**src/rtl/program_counter_unit_if.sv**
```systemverilog
// Control/status bundle between the control unit and the fetch-stage program counter.
// The control unit is the master; the program counter unit is the slave.
interface program_counter_unit_if #(
  parameter int N     = 16,
  parameter int DEPTH = 4
);
  localparam int DW = $clog2(DEPTH + 1);

  logic          pc_enable;
  logic [2:0]    pc_op;
  logic [N-1:0]  pc_in;
  logic [N-1:0]  pc_out;
  logic [DW-1:0] stack_depth;
  logic          stack_full;
  logic          stack_empty;
  logic          stack_error;

  modport master (
    output pc_enable, pc_op, pc_in,
    input  pc_out, stack_depth, stack_full, stack_empty, stack_error
  );

  modport slave (
    input  pc_enable, pc_op, pc_in,
    output pc_out, stack_depth, stack_full, stack_empty, stack_error
  );
endinterface

```
**src/rtl/program_counter_unit.sv**
```systemverilog
// Fetch-stage program counter with increment, jump, relative branch, stall, and
// call/return backed by a DEPTH-entry return-address stack.
module program_counter_unit #(
  parameter int          N            = 16,
  parameter int          STEP         = 1,
  parameter int          DEPTH        = 4,
  parameter logic [N-1:0] RESET_VECTOR = '0
) (
  input  logic                clk,
  input  logic                rst_n,
  program_counter_unit_if.slave pc_bus
);
  localparam int DW = $clog2(DEPTH + 1);
  localparam int AW = (DEPTH > 1) ? $clog2(DEPTH) : 1;

  localparam logic [2:0] OP_HOLD   = 3'b000;
  localparam logic [2:0] OP_INC    = 3'b001;
  localparam logic [2:0] OP_JUMP   = 3'b010;
  localparam logic [2:0] OP_BRANCH = 3'b011;
  localparam logic [2:0] OP_CALL   = 3'b100;
  localparam logic [2:0] OP_RETURN = 3'b101;

  logic [N-1:0]  pc;
  logic [N-1:0]  pc_next;
  logic [N-1:0]  pc_plus_step;
  logic [N-1:0]  ras [DEPTH];
  logic [DW-1:0] depth;
  logic [DW-1:0] depth_next;
  logic [DW-1:0] depth_m1;
  logic          err;
  logic          err_next;
  logic          full;
  logic          empty;
  logic          push;

  assign full         = (depth == DW'(DEPTH));
  assign empty        = (depth == '0);
  assign depth_m1     = depth - DW'(1);
  assign pc_plus_step = pc + N'(STEP);

  always_comb begin
    pc_next    = pc;
    depth_next = depth;
    err_next   = err;
    push       = 1'b0;
    if (pc_bus.pc_enable) begin
      case (pc_bus.pc_op)
        OP_INC:    pc_next = pc_plus_step;
        OP_JUMP:   pc_next = pc_bus.pc_in;
        // Two's-complement offset: modular addition gives the signed result directly.
        OP_BRANCH: pc_next = pc_plus_step + pc_bus.pc_in;
        OP_CALL: begin
          if (full) begin
            err_next = 1'b1;
          end else begin
            push       = 1'b1;
            depth_next = depth + DW'(1);
            pc_next    = pc_bus.pc_in;
          end
        end
        OP_RETURN: begin
          if (empty) begin
            err_next = 1'b1;
          end else begin
            depth_next = depth_m1;
            pc_next    = ras[depth_m1[AW-1:0]];
          end
        end
        default: ;
      endcase
    end
  end

  always_ff @(posedge clk or negedge rst_n) begin
    if (!rst_n) begin
      pc    <= RESET_VECTOR;
      depth <= '0;
      err   <= 1'b0;
    end else begin
      pc    <= pc_next;
      depth <= depth_next;
      err   <= err_next;
    end
  end

  // Stack storage is not reset; only entries below depth are ever read.
  always_ff @(posedge clk) begin
    if (push) ras[depth[AW-1:0]] <= pc_plus_step;
  end

  assign pc_bus.pc_out      = pc;
  assign pc_bus.stack_depth = depth;
  assign pc_bus.stack_full  = full;
  assign pc_bus.stack_empty = empty;
  assign pc_bus.stack_error = err;

  logic unused_op_hold;
  assign unused_op_hold = ^OP_HOLD;
endmodule
```
**src/flat_wrapper.sv**
```systemverilog
// flat-port wrapper written by rule: the top's interface ports become plain ports
module program_counter_unit_flat 
#(
  parameter int          N            = 16,
  parameter int          STEP         = 1,
  parameter int          DEPTH        = 4,
  parameter logic [N-1:0] RESET_VECTOR = '0
)
  (clk, rst_n, pc_bus_pc_enable, pc_bus_pc_op, pc_bus_pc_in, pc_bus_pc_out, pc_bus_stack_depth, pc_bus_stack_full, pc_bus_stack_empty, pc_bus_stack_error);
  program_counter_unit_if #(.N(N), .DEPTH(DEPTH)) pc_bus_i ();
  input  logic clk;
  input  logic rst_n;
  input wire logic [$bits(pc_bus_i.pc_enable)-1:0] pc_bus_pc_enable;
  input wire logic [$bits(pc_bus_i.pc_op)-1:0] pc_bus_pc_op;
  input wire logic [$bits(pc_bus_i.pc_in)-1:0] pc_bus_pc_in;
  output wire logic [$bits(pc_bus_i.pc_out)-1:0] pc_bus_pc_out;
  output wire logic [$bits(pc_bus_i.stack_depth)-1:0] pc_bus_stack_depth;
  output wire logic [$bits(pc_bus_i.stack_full)-1:0] pc_bus_stack_full;
  output wire logic [$bits(pc_bus_i.stack_empty)-1:0] pc_bus_stack_empty;
  output wire logic [$bits(pc_bus_i.stack_error)-1:0] pc_bus_stack_error;
  assign pc_bus_i.pc_enable = pc_bus_pc_enable;
  assign pc_bus_i.pc_op = pc_bus_pc_op;
  assign pc_bus_i.pc_in = pc_bus_pc_in;
  assign pc_bus_pc_out = pc_bus_i.pc_out;
  assign pc_bus_stack_depth = pc_bus_i.stack_depth;
  assign pc_bus_stack_full = pc_bus_i.stack_full;
  assign pc_bus_stack_empty = pc_bus_i.stack_empty;
  assign pc_bus_stack_error = pc_bus_i.stack_error;
  program_counter_unit #(.N(N), .STEP(STEP), .DEPTH(DEPTH), .RESET_VECTOR(RESET_VECTOR)) u_core (.clk(clk), .rst_n(rst_n), .pc_bus(pc_bus_i));
endmodule
```
**config.mk**
```make
export PLATFORM = sky130hd
export DESIGN_NAME = program_counter_unit_flat
export DESIGN_NICKNAME = d
export VERILOG_FILES = /design/src/rtl/program_counter_unit_if.sv /design/src/rtl/program_counter_unit.sv /design/src/flat_wrapper.sv
export SDC_FILE = /design/constraint.sdc
export NUM_CORES = 1
export LEC_CHECK = 0
export CORE_MARGIN = 2
export CORE_UTILIZATION = 60
export DETAILED_ROUTE_END_ITERATION = 16
export GPL_ROUTABILITY_DRIVEN = 0
export PLACE_DENSITY = 0.81
export SYNTH_ARGS = -nofsm -noshare
export SYNTH_HDL_FRONTEND = slang
export SYNTH_SLANG_ARGS = --single-unit
```
**constraint.sdc**
```tcl
create_clock -name clk -period 5.14 [get_ports clk]
set_input_delay 1.028 -clock clk [delete_from_list [all_inputs] [get_ports clk]]
set_output_delay 1.028 -clock clk [all_outputs]
set_load 0.01 [all_outputs]
```
==> impl.org <==
** Timing
- Minimum clock period :: 3820 ps
- Slew Viols, Final :: 0
- Max-slew headroom at the worst pin :: 27.2%
- Final setup violating endpoints :: 0
- Across all hold checks on the routed design, the worst slack comes to 546 ps.
- Slew @ Worst Pin :: 1090 ps
- Total negative setup slack :: 0 ps
- Post-route fraction of the period consumed by the critical path :: 74.4%
- Derived from the worst setup path, the maximum achievable clock frequency is 262 MHz.
- The final count of hold timing violations was 0.
- Final worst clock skew :: 6.06 ps
- Setup repair after global routing left no endpoint under its margin.
- Across all setup checks in the final design, the least slack found is 1320 ps.

** Logic synthesis
- Counting every net in the synthesized netlist gives 436.
- Predominant post-synthesis flop cell :: edfxtp_1
- Post-synth ARST share :: 23.8%
- Register area share after synthesis :: 51.5%
- Syn Std Cell Area :: 4700 µm²
- Post-synthesis register bit count :: 84
- Mean instance size in the synthesized netlist :: 12.0 µm²
- YS warnings :: 0
- EDFF count, synth :: 64
- Synthesis produced 391 cells.
- Counting distinct cell types in the post-synthesis netlist gives 56.

** Flow run
- Number of max-cap violations :: 0

** Setup path
- Worst EP arrival :: 4040 ps
- In this design, the largest share of critical-path delay is due to simple AND/OR/NAND/NOR gates.
- Category of the most critical setup path :: in2reg
- Crit start category :: input port
- The worst setup path is captured at a register.
- Walking the worst path, the cells encountered are clkdlybuf4s50_1, nor2b_1, nor2_1, nor2_1, a22o_1, a2111oi_0, a21oi_1.
- STA puts the critical path data required time at 5360 ps.
- The slowest stage of the critical path belongs to the cell nor2_1.
- Startpoint of the worst-slack reg-to-reg timing path :: u_core.pc_bus.pc_out[0]
- End of the worst register-to-register path :: u_core.pc_bus.pc_out[12]
- Setup slack of the most critical reg-to-reg path :: 1420 ps
- The number of buffers and inverters on the critical path is 1.
- Startpoint of the most critical setup path :: pc_bus_pc_op[1]
- Measured in cells, the most critical reg-to-reg path has a length of 11.
- Cell seen most often among critical-path stages :: nor2_1
- For this run, the slowest stage of the critical path takes 760 ps.
- Along the worst path, the maximum fanout reaches 14.

** Finish
- In the layout the commonest cells are edfxtp_1, clkdlybuf4s50_1, nand2_1.
- Final cell count without fillers :: 536
- The area growth from synthesis to layout is 14.5%.
- Final instance area :: 5380 µm²
- Fillcell total :: 555
- The number of antenna diodes in the final layout is 0.
- The post-route netlist has 8.76% of its cells at a drive strength greater than 1.
- At the end of the flow, the number of nets in the layout was 474.
- The library cell used most frequently in the layout, excluding fill and tap cells, is edfxtp_1.
- Final core utilization :: 70.4%

** Clock tree
- TritonCTS built the clock tree.
- In this run the deepest clock path goes through 2 buffers.
- Total clock sinks :: 84
- Post-CTS repair changed the size of 0 cells.
- Skew-Pair Late Insertion Delay :: 360 ps
- Clock tree synthesis selected as its root buffer the cell clkbuf_8.
- Buffers added to address setup during post-CTS repair amount to 0.
- H-tree levels :: 3
- Number of buffers inserted for hold repair after clock tree synthesis :: 0
- Counting the buffers created by CTS gives 9.
- Clock slew seen by the registers of the worst setup and hold paths :: 80 ps

** Routing
- In the routed layout, each cell is associated on average with a via count of 6.49.
- Total wirelength of the detailed-routed design :: 11.3 mm
- Residual DRC count :: 0
- For this block, the initial DRC count from the detailed router was 277.
- Number of vias after detailed routing :: 3477
- In the final routed layout, each cell accounts on average for 21.2 µm.
- Post-detailed-route count of antenna-violating nets :: 0
- Number of iterations in the first detailed-routing pass :: 5

** Pwr
- Proportion of power drawn by combinational gates :: 48.5%
- In this run switching power makes up 38.6% of total power.
- Sequential cells account for 35.6% of the total power.
- Power per standard cell area :: 530 nW/µm²
- The completed layout was analyzed and its total power is 2.85 mW.
- The share of total power dissipated in the clock network is 15.9%.
- Cell Int Power :: 1.75 mW
- Leak :: 1.93 nW
- Switching power total :: 1.10 mW
- Peak supply drop :: 274 µV

** Global routing
- Entering global routing, the biggest net connects 24 pins.
- Antenna violations before repair :: 0
- Across every metal layer, demand over resource in global routing totals 28.2%.
- Number of global-route vias before repair :: 3394
- Wire length of the first global-routing pass :: 17.8 mm
- For this run the aggregate overflow at the end of global routing stands at 0.

** Placed design
- Placed Instances :: 520
- HPWL reported at the end of detailed placement :: 7.77 mm
- Number of buffer cells added on primary ports :: 43
- Post-DP Area :: 5190 µm²
- At the placement stage, the worst setup path has a slack of 1030 ps.

** Floorplan
- Once the floorplan was initialized, standard cells occupied 61.5% of the core.
- The floorplan has 32 rows.
- Die H :: 92.5 µm
- The die is 92.5 µm wide.
- The core region is 7650 µm².
- Boundary Pins :: 44
- The floorplan step defined a die boundary enclosing 8560 µm².

** Worst hold path
- Worst Hold Path EP :: u_core.pc_bus.stack_error
- Launch point of the worst hold path :: u_core.pc_bus.stack_error
- Worst hold path depth :: 1
- The worst hold path belongs to the class reg2reg.

** Run status
- The run finished with clean final reports.
## power groups by stage
stage	combinational, mW	clock, mW	sequential [mW]
floorplan	0.914	0	1.03
global placement	1.33	0	1.02
detailed placement	1.36	0	1.02
CTS	1.37	0.460	1.01
global route	1.50	0.481	1.03
finish	1.38	0.453	1.01
## sequential cells by signal, indices dropped and copies added (netlist names)
name                       cells
u_core.ras                    64
u_core.pc_bus.stack_error      1
u_core.pc_bus.stack_depth      3
u_core.pc_bus.pc_out          16
## worst reg2reg max path, stage by stage, from the launching register on
cell,delay (ps)
dfrtp_1,630
ha_1,360
nand3_1,120
xor2_1,340
inv_1,180
ha_1,360
and3_1,180
a221o_2,450
a31oi_1,210
o21ai_1,130
or4b_1,500
a31oi_1,170
## kinds of logic (layout without fill, tap and decap cells)
family | count (synthesis) | after routing | share of synthesized area, %
xor gates and xnor gates | 32 | 32 | 5.96
muxes | 18 | 18 | 8.12
adders and majority gates | 23 | 23 | 6.28
and+or+nand+nor | 104 | 104 | 11.3
buffers and inverters | 29 | 72 | 2.74
AOI/OAI and AO/OA | 101 | 101 | 14.0
DFF | 84 | 84 | 51.5
## routing by layer
| metal | global-route usage (%) | part of all wire (%) |
|---|---|---|
| met5 | 0 | 0 |
| met2 | 44.8 | 50 |
| met3 | 5.94 | 7.7 |
| met4 | 11.4 | 2.1 |
| met1 | 38.3 | 41 |
## Yosys cell counts, types with 4 or more instances
cell      instances  area (µm²)
nand3_1           8        40.0
edfxtp_1         64        1920
dfrtp_1          20         500
mux4_2           16         360
a21oi_1          24         120
nor2b_1           9        56.3
xnor2_1          18         158
o21ai_0          21         105
inv_1            11        41.3
buf_2             4        20.0
and2_1            8        50.1
a31oi_1           8        50.1
xor2_1           14         123
a221oi_1          6        52.6
nor2_1           21        78.8
ha_1             22         275
nor3_1            7        35.0
clkbuf_1         10        37.5
nand2_1          31         116
and3_1            6        37.5
o22ai_1           4        25.0
a21o_1            7        52.6
a22oi_1           7        52.6
## cell type report
cell class / instances / area [µm²] / share of cell area [%]
inverters: 11 / 41.3 / 0.767
multi-input cells: 278 / 2160 / 40.1
repair buffers: 45 / 445 / 8.28
well taps: 102 / 128 / 2.37
flip-flops and latches: 84 / 2420 / 45.0
clock inverters: 4 / 52.6 / 0.977
clock buffers: 12 / 135 / 2.51
## how the worst max path moves through the flow
stage	depth (start not counted)	slack (ps)	endpoint
2_1_floorplan	11	2080	u_core.pc_bus.pc_out[12]
3_3_place_gp	7	1150	u_core.pc_bus.pc_out[14]
6_report	7	1320	u_core.pc_bus.pc_out[0]
4_1_cts	7	1430	u_core.pc_bus.pc_out[0]
3_5_place_dp	7	1030	u_core.pc_bus.pc_out[0]
5_1_grt	7	1140	u_core.pc_bus.pc_out[0]
(Power assumes the default switching activity.)
